`config.mk`:
```
export PLATFORM = sky130hd
export DESIGN_NAME = ram_stream_loader
export DESIGN_NICKNAME = d
export VERILOG_FILES = /design/src/rtl/ram_stream_loader_pkg.sv /design/src/rtl/ram_stream_loader_packer.sv /design/src/rtl/ram_stream_loader.sv
export SDC_FILE = /design/constraint.sdc
export NUM_CORES = 1
export LEC_CHECK = 0
export ABC_AREA = 1
export CAP_MARGIN = 10
export CORE_MARGIN = 8
export CORE_UTILIZATION = 45
export CTS_BUF_LIST = sky130_fd_sc_hd__clkbuf_2 sky130_fd_sc_hd__clkbuf_4 sky130_fd_sc_hd__clkbuf_8
export DETAILED_ROUTE_END_ITERATION = 8
export PLACE_DENSITY = 0.66
export RECOVER_POWER = 100
export SKIP_LAST_GASP = 1
export SLEW_MARGIN = 25
export SYNTH_ARGS = -nofsm -noshare
export SYNTH_HDL_FRONTEND = slang
export SYNTH_SLANG_ARGS = --single-unit
```
`constraint.sdc`:
```
create_clock -name clk -period 2.15 [get_ports clk]
set_input_delay 0.43 -clock clk [delete_from_list [all_inputs] [get_ports clk]]
set_output_delay 0.43 -clock clk [all_outputs]
set_load 0.1 [all_outputs]
```
`src/rtl/ram_stream_loader_pkg.sv`:
```
// Shared state encoding and small helpers for the RAM stream loader.
// Imported by the loader top and its byte-to-word packer.
package ram_stream_loader_pkg;

    typedef enum logic [2:0] {
        ST_IDLE    = 3'd0,
        ST_COLLECT = 3'd1,
        ST_WRITE   = 3'd2,
        ST_VERIFY  = 3'd3,
        ST_DONE    = 3'd4
    } state_t;

    localparam int         BYTES_PER_WORD = 4;
    localparam logic [1:0] LAST_LANE      = 2'd3;

    // Additive checksum step; wraps modulo 2^32 by construction.
    function automatic logic [31:0] csum_add(input logic [31:0] acc, input logic [31:0] val);
        return acc + val;
    endfunction

endpackage

```
`src/rtl/ram_stream_loader_packer.sv`:
```
// Packs accepted bytes little-endian into a 32-bit word and pulses word_valid
// in the cycle after the fourth byte lands.
module ram_stream_loader_packer
    import ram_stream_loader_pkg::*;
(
    input  logic        clk,
    input  logic        resetn,
    input  logic        clear,
    input  logic        in_valid,
    input  logic        in_ready,
    input  logic [7:0]  in_data,
    output logic [31:0] word,
    output logic        word_last,
    output logic        word_valid
);

    logic [1:0]                byte_cnt_reg;
    logic [31:0]               word_reg;
    logic                      word_valid_reg;
    logic                      accept;
    logic [BYTES_PER_WORD-1:0] lane_en;

    assign accept = in_valid & in_ready;

    genvar gi;
    generate
        for (gi = 0; gi < BYTES_PER_WORD; gi++) begin : g_lane
            assign lane_en[gi] = accept && (byte_cnt_reg == 2'(gi));
        end
    endgenerate

    // Combinational so the FSM can leave COLLECT on the edge that stores the top byte.
    assign word_last = lane_en[LAST_LANE];

    always_ff @(posedge clk or negedge resetn) begin
        if (!resetn) begin
            byte_cnt_reg   <= 2'd0;
            word_reg       <= 32'd0;
            word_valid_reg <= 1'b0;
        end else begin
            word_valid_reg <= word_last;
            if (clear)
                byte_cnt_reg <= 2'd0;
            else if (accept)
                byte_cnt_reg <= byte_cnt_reg + 2'd1;
            for (int i = 0; i < BYTES_PER_WORD; i++) begin
                if (lane_en[i])
                    word_reg[8*i +: 8] <= in_data;
            end
        end
    end

    assign word       = word_reg;
    assign word_valid = word_valid_reg;

endmodule

```
`src/rtl/ram_stream_loader.sv`:
```
// Loads the word RAM from a byte stream, reads it back to verify a 32-bit
// additive checksum, and releases the CPU reset only after a clean verify.
module ram_stream_loader
    import ram_stream_loader_pkg::*;
#(
    parameter int ADDR_WIDTH = 12,
    parameter int LOAD_WORDS = 512
) (
    input  logic                  clk,
    input  logic                  resetn,
    input  logic                  start,
    input  logic                  in_valid,
    input  logic [7:0]            in_data,
    output logic                  in_ready,
    output logic                  mem_wen,
    output logic [ADDR_WIDTH-1:0] mem_address,
    output logic [31:0]           mem_wdata,
    input  logic [31:0]           mem_rdata,
    output logic                  busy,
    output logic                  done,
    output logic                  error,
    output logic [31:0]           checksum,
    output logic                  cpu_resetn
);

    localparam int               IDX_W    = $clog2(LOAD_WORDS) + 1;
    localparam logic [IDX_W-1:0] LAST_IDX = IDX_W'(LOAD_WORDS - 1);

    state_t                  state_reg, state_next;
    logic [IDX_W-1:0]        word_idx_reg, rd_idx_reg;
    logic [31:0]             wsum_reg, rsum_reg, checksum_reg;
    logic                    busy_reg, done_reg, error_reg, cpu_resetn_reg;
    logic [ADDR_WIDTH-3:0]   addr_word;
    logic [31:0]             word;
    logic                    word_last, word_valid, start_load;

    // start is only honoured when no load is in flight.
    assign start_load = start && (state_reg == ST_IDLE || state_reg == ST_DONE);
    assign in_ready   = (state_reg == ST_COLLECT);

    ram_stream_loader_packer u_packer (
        .clk        (clk),
        .resetn     (resetn),
        .clear      (start_load),
        .in_valid   (in_valid),
        .in_ready   (in_ready),
        .in_data    (in_data),
        .word       (word),
        .word_last  (word_last),
        .word_valid (word_valid)
    );

    always_ff @(posedge clk or negedge resetn) begin
        if (!resetn)
            state_reg <= ST_IDLE;
        else
            state_reg <= state_next;
    end

    always_comb begin
        state_next = state_reg;
        mem_wen    = 1'b0;
        mem_wdata  = 32'd0;
        addr_word  = '0;
        case (state_reg)
            ST_IDLE, ST_DONE: begin
                if (start)
                    state_next = ST_COLLECT;
            end
            ST_COLLECT: begin
                if (word_last)
                    state_next = ST_WRITE;
            end
            ST_WRITE: begin
                mem_wen    = 1'b1;
                mem_wdata  = word;
                addr_word  = (ADDR_WIDTH-2)'(word_idx_reg);
                state_next = (word_idx_reg == LAST_IDX) ? ST_VERIFY : ST_COLLECT;
            end
            ST_VERIFY: begin
                addr_word = (ADDR_WIDTH-2)'(rd_idx_reg);
                if (rd_idx_reg == LAST_IDX)
                    state_next = ST_DONE;
            end
            default: state_next = ST_IDLE;
        endcase
    end

    assign mem_address = {addr_word, 2'b00};

    always_ff @(posedge clk or negedge resetn) begin
        if (!resetn) begin
            word_idx_reg   <= '0;
            rd_idx_reg     <= '0;
            wsum_reg       <= 32'd0;
            rsum_reg       <= 32'd0;
            checksum_reg   <= 32'd0;
            busy_reg       <= 1'b0;
            done_reg       <= 1'b0;
            error_reg      <= 1'b0;
            cpu_resetn_reg <= 1'b0;
        end else begin
            // word_valid is high exactly in the WRITE cycle of each word.
            if (word_valid)
                wsum_reg <= csum_add(wsum_reg, word);
            case (state_reg)
                ST_WRITE: begin
                    if (word_idx_reg == LAST_IDX)
                        rd_idx_reg <= '0;
                    else
                        word_idx_reg <= word_idx_reg + IDX_W'(1);
                end
                ST_VERIFY: begin
                    rsum_reg   <= csum_add(rsum_reg, mem_rdata);
                    rd_idx_reg <= rd_idx_reg + IDX_W'(1);
                end
                ST_DONE: begin
                    busy_reg       <= 1'b0;
                    done_reg       <= 1'b1;
                    checksum_reg   <= wsum_reg;
                    error_reg      <= (rsum_reg != wsum_reg);
                    cpu_resetn_reg <= (rsum_reg == wsum_reg);
                end
                default: ;
            endcase
            // A new load overrides the DONE result update in the same cycle.
            if (start_load) begin
                word_idx_reg   <= '0;
                rd_idx_reg     <= '0;
                wsum_reg       <= 32'd0;
                rsum_reg       <= 32'd0;
                busy_reg       <= 1'b1;
                done_reg       <= 1'b0;
                error_reg      <= 1'b0;
                cpu_resetn_reg <= 1'b0;
            end
        end
    end

    assign busy       = busy_reg;
    assign done       = done_reg;
    assign error      = error_reg;
    assign checksum   = checksum_reg;
    assign cpu_resetn = cpu_resetn_reg;

endmodule

```
Word-level counts from Yosys, hierarchy flattened
Cells that the tools add are included.
{"block": "word_totals", "register_bits": 158, "inputBits": 44, "output_inout_bits": 82, "elab_cells": 84}
{"block": "op_classes", "addsub": 5, "n_eq_ne": 16, "n_mux": 28, "bitwise_logic": 1, "reduce_logical": 18}
{"operator": "two-way mux 32 bit", "n": 5}
{"operator": "adder 32 bit", "n": 2}
{"operator": "two-way mux 10 bit", "n": 5}
{"operator": "case mux 10 bit (2 select lines)", "n": 2}
{"operator": "equality test 32 bit", "n": 1}
{"operator": "inequality test 32 bit", "n": 1}
{"operator": "adder 10 x 1 -> 10 bit, second input constant", "n": 2}
{"operator": "equality test 10 x 9 -> 1 bit, second input constant", "n": 2}
{"operator": "case mux 3 bit (4 select lines)", "n": 1}
{"operator": "nonzero test 2 bit", "n": 5}
{"operator": "two-way mux 1 bit", "n": 9}
{"operator": "two-way mux 3 bit", "n": 3}
{"operator": "inequality test 2 bit, second input constant", "n": 4}
{"operator": "equality test 3 x 2 -> 1 bit, second input constant", "n": 2}
{"operator": "two-way mux 2 bit", "n": 3}
{"operator": "logical AND 1 bit", "n": 5}
{"operator": "equality test 2 bit, second input constant", "n": 2}
{"operator": "AND reduction 2 bit", "n": 2}
{"operator": "equality test 3 x 1 -> 1 bit, second input constant", "n": 1}
{"operator": "equality test 3 bit, second input constant", "n": 1}
{"operator": "logical NOT 3 bit", "n": 1}
{"operator": "inequality test 3 bit, second input constant", "n": 1}
{"operator": "AND reduction 3 bit", "n": 1}
{"operator": "nonzero test 3 bit", "n": 1}
{"operator": "other kinds (6)", "n": 6}

Longest topological paths before layout
{"block": "depth", "ltp_word": 5, "ltp_mapped": 13, "mapped_depth_nobuf": 13}

By module
A second synthesis with hierarchy kept.
{"block": "unflattened", "cells_unflattened": 1863, "hier_area_um2": 11951.5}
{"mod": "ram_stream_loader", "instances": 1, "cells_each": 1699, "area_per_inst_um2": 10366.2, "seq_area_each_um2": 3078.0}
{"mod": "ram_stream_loader_packer", "instances": 1, "cells_each": 164, "area_per_inst_um2": 1585.3, "seq_area_each_um2": 875.8}

Least setup slack after synthesis
No wires, ideal clock.
{"block": "synth_path", "path_kind": "reg-to-output", "startpoint": "register state_reg[2]", "endpoint": "output port mem_address[5]", "t_arrival_ns": 3.014, "required_time_ns": 1.720, "path_slack_ns": -1.294, "path_stages_with_launch": 5, "path_buffers": 1, "cell_sequence": "dfrtp_1 > inv_2 > nand3_4 > clkbuf_1 > o21ai_0"}
{"block": "synth_between", "elab_chain_len": 2, "word_cells_on_any_way": 3, "cone_classes": "2 x eq/ne; 1 x mux"}
{"element": "from (decl)", "line_no": "ram_stream_loader.sv:29", "source": "state_t state_reg, state_next;"}
{"element": "from (signal assigned)", "line_no": "ram_stream_loader.sv:57", "source": "state_reg <= state_next;"}
{"element": "equality test 3 x 2 -> 1 bit", "line_no": "ram_stream_loader.sv:65", "source": "case (state_reg)"}
{"element": "case mux 10 bit (2 select lines) (*)", "line_no": "ram_stream_loader.sv:65"}
{"element": "to (decl)", "line_no": "ram_stream_loader.sv:16", "source": "output logic [ADDR_WIDTH-1:0] mem_address,"}
Mark *: on every way between the ends. The rest lies on a longest branch, timed or not.

Worst setup path after layout
{"block": "layout_path", "startpoint": "register state_reg[0]", "endpoint": "output port mem_address[4]"}
The elaborated chain is that of the path after synthesis.

==> flow_summary.ini <==
[grt]
overflow = 0
antenna_found_initial = 0
grt_use_total = 0.235
grt_pass1_wl_um = 59200
grt_max_degree = 53
grt_pass1_vias = 11500

[finish]
area_growth_pct = 27.5
fillCellCount = 2565
nets = 2185
drive_gt1_frac = 0.149
final_common_cell = nand2_1
final_core_util = 0.583
diodes = 0
final_area_um2 = 15200
layout_common_cells = 679 x nand2_1, 343 x inv_1, 156 x dfrtp_1

[power_and_ir_drop]
peakVddDrop_uv = 880
p_comb_frac = 0.632
p_sw_uw = 11000
totalPowerFinal_uw = 20500
clkPwrFrac = 0.113
p_leak_uw = 0.00831
p_int_uw = 9410
swShare = 0.540
p_per_area_nw_per_um2 = 1350
p_seq_frac = 0.256

[synth]
syn_inst = 1842
syn_area_per_cell_um2 = 6.46
synth_cell_type_count = 41
synth_area_um2 = 11900
seq_area_frac_synth = 0.332
ys_ff_latch = 158
yosys_warnings = 0

[detailed_routing]
wl_met1_um = 17300
antenna_left = 0
vias = 12000
drt-wirelength-per-cell_um = 15.2
wl_met2_um = 16400
routed_wl_um = 36800
routed.top_layer = met4
dr.pass1.iters = 6
wl_met3_um = 2110
drc = 0
vias_per_cell = 4.98
drt_iter0_markers = 903

[sta]
whs_ps = 476
finalCritPeriodShare = 0.999
relSlewSlack = 0.427
setup_viol = 0
clock_skew_ps = 19.4
fmax_mhz = 465
worstMarginPinSlew_ps = 860
rsz0062_at_grt = yes
finalSetupTns_ps = 0
final-hold-violation-count = 0
slew_viol_final = 0
period_needed_ps = 2150

[floorplan]
die_y_um = 179
num_io_pins = 126
dieArea_um2 = 31900
die_x_um = 179
coreArea_um2 = 26000
row_count = 59
initial_core_util = 0.458

[setup_path]
cp.arrival_ps = 1720
path_class = reg -> out
worstPathRequired_ps = 1720
critPathLaunchType = register
path_max_fanout = 4
critPathCaptureType = output port

[cts]
cts.path.max_buffers = 2
cts_tree = built
htreeDepth = 4
path_clk_slew_ps = 90
clock_latency_ps = 470
cts-root-buf = clkbuf_8
cts_sinks = 158
cts_buffers = 17

[place]
dp.final_hpwl_um = 29800
dpl_cell_area_um2 = 14700
port_buffers = 123
routabilityCongestion = 0.922

[flow_run]
max_cap_violations = 0

[status]
status = complete, no violations

[min_path]
min_path_type = reg -> reg
[cell usage after synthesis, drive strengths merged]
master	count	area, um^2
a31oi	3	18.8
nor2	139	588
nand3	95	510
o22ai	20	125
clkbuf	8	30.0
buf	21	169
a21o	2	15.0
nand4	21	131
o21ai	135	687
dfrtp	158	3950
o21a	1	15.0
conb	1	3.75
xor2	9	78.8
or2	7	43.8
nor3	18	90.1
nand2	687	2660
ha	68	851
xnor2	8	70.1
a21oi	72	375
nor3b	1	12.5
and2	8	50.1
a22o	1	8.76
o21bai	6	45.0
inv	351	1320
fa	2	40.0
[power by group through the flow]
| stage | sequential (uW) | combinational [uW] | clock [uW] |
|---|---|---|---|
| 2_1_floorplan | 6220 | 7360 | 0 |
| 3_3_place_gp | 5230 | 12500 | 0 |
| 3_5_place_dp | 5260 | 12700 | 0 |
| 4_1_cts | 5200 | 13100 | 2330 |
| 5_1_grt | 5350 | 14300 | 2460 |
| 6_report | 5230 | 12900 | 2310 |
[metrics by stage]
| step | setup slack [ps] | instances |
|---|---|---|
| after floorplan | -441 | 1843 |
| after global placement | -261 | 2375 |
| after detailed placement | -324 | 2375 |
| after CTS | -22.0 | 2415 |
| after global routing | -69.4 | 2418 |
| final | 1.66 | 2418 |
[what timing repair did]
| action | CTS | global route |
|---|---|---|
| gates cloned | 1 | 0 |
| gates resized for setup | 40 | 26 |
| hold buffers | 1 | 0 |
| endpoints found under the setup margin | 41 | 54 |
| endpoints found under the hold margin | 28 | 0 |
| buffers inserted | 7 | 3 |
| pin swaps | 1 | 1 |
[worst max-delay path, cell delays in order (launching register included)]
cell and delay (ps):
dfrtp_2 450, inv_2 70, nand3_4 110, bufbuf_16 300, o22ai_4 120, buf_12 200
[cell families (layout without fill, tap and decap cells)]
logic type,after synthesis,in the layout,synth area share
flip-flops,158,158,0.332
other,1,2,0.000315
adder cells (fa/ha/maj),70,70,0.0749
buffers and inverters,380,620,0.128
XOR/XNOR,17,17,0.0125
AO/OA/AOI/OAI,240,240,0.108
AND/OR/NAND/NOR,976,976,0.344
[metal layers]
layer,vias to the layer above,track usage
li1,6172,-
met1,5483,0.330
met2,328,0.366
met3,51,0.0358
met4,0,0.0720
met5,-,0
[path summary, 6_finish.rpt]
check                                  from           endpoint  slack, ps  cells past startpoint
setup reg to reg           u_packer.word[0]       wsum_reg[24]         60                     12
hold reg to reg                checksum[26]       checksum[26]        480                      2
min in group asynchronous            resetn        rsum_reg[1]        610                      2
setup / recovery               state_reg[0]     mem_address[4]          2                      5
hold / removal                 checksum[26]       checksum[26]        480                      2
max in group asynchronous            resetn  u_packer.word[19]        230                      3
[area by class of cell]
class	instances	area, um^2	share of cell area
Clock buffer	17	234	0.0154
Sequential cell	158	3960	0.261
Multi-Input combinational cell	1305	6670	0.440
Timing Repair Buffer	238	2400	0.158
Clock inverter	14	156	0.0103
Tap cell	335	419	0.0276
Inverter	351	1330	0.0876
Note: power is estimated with default switching activity, not from simulation.
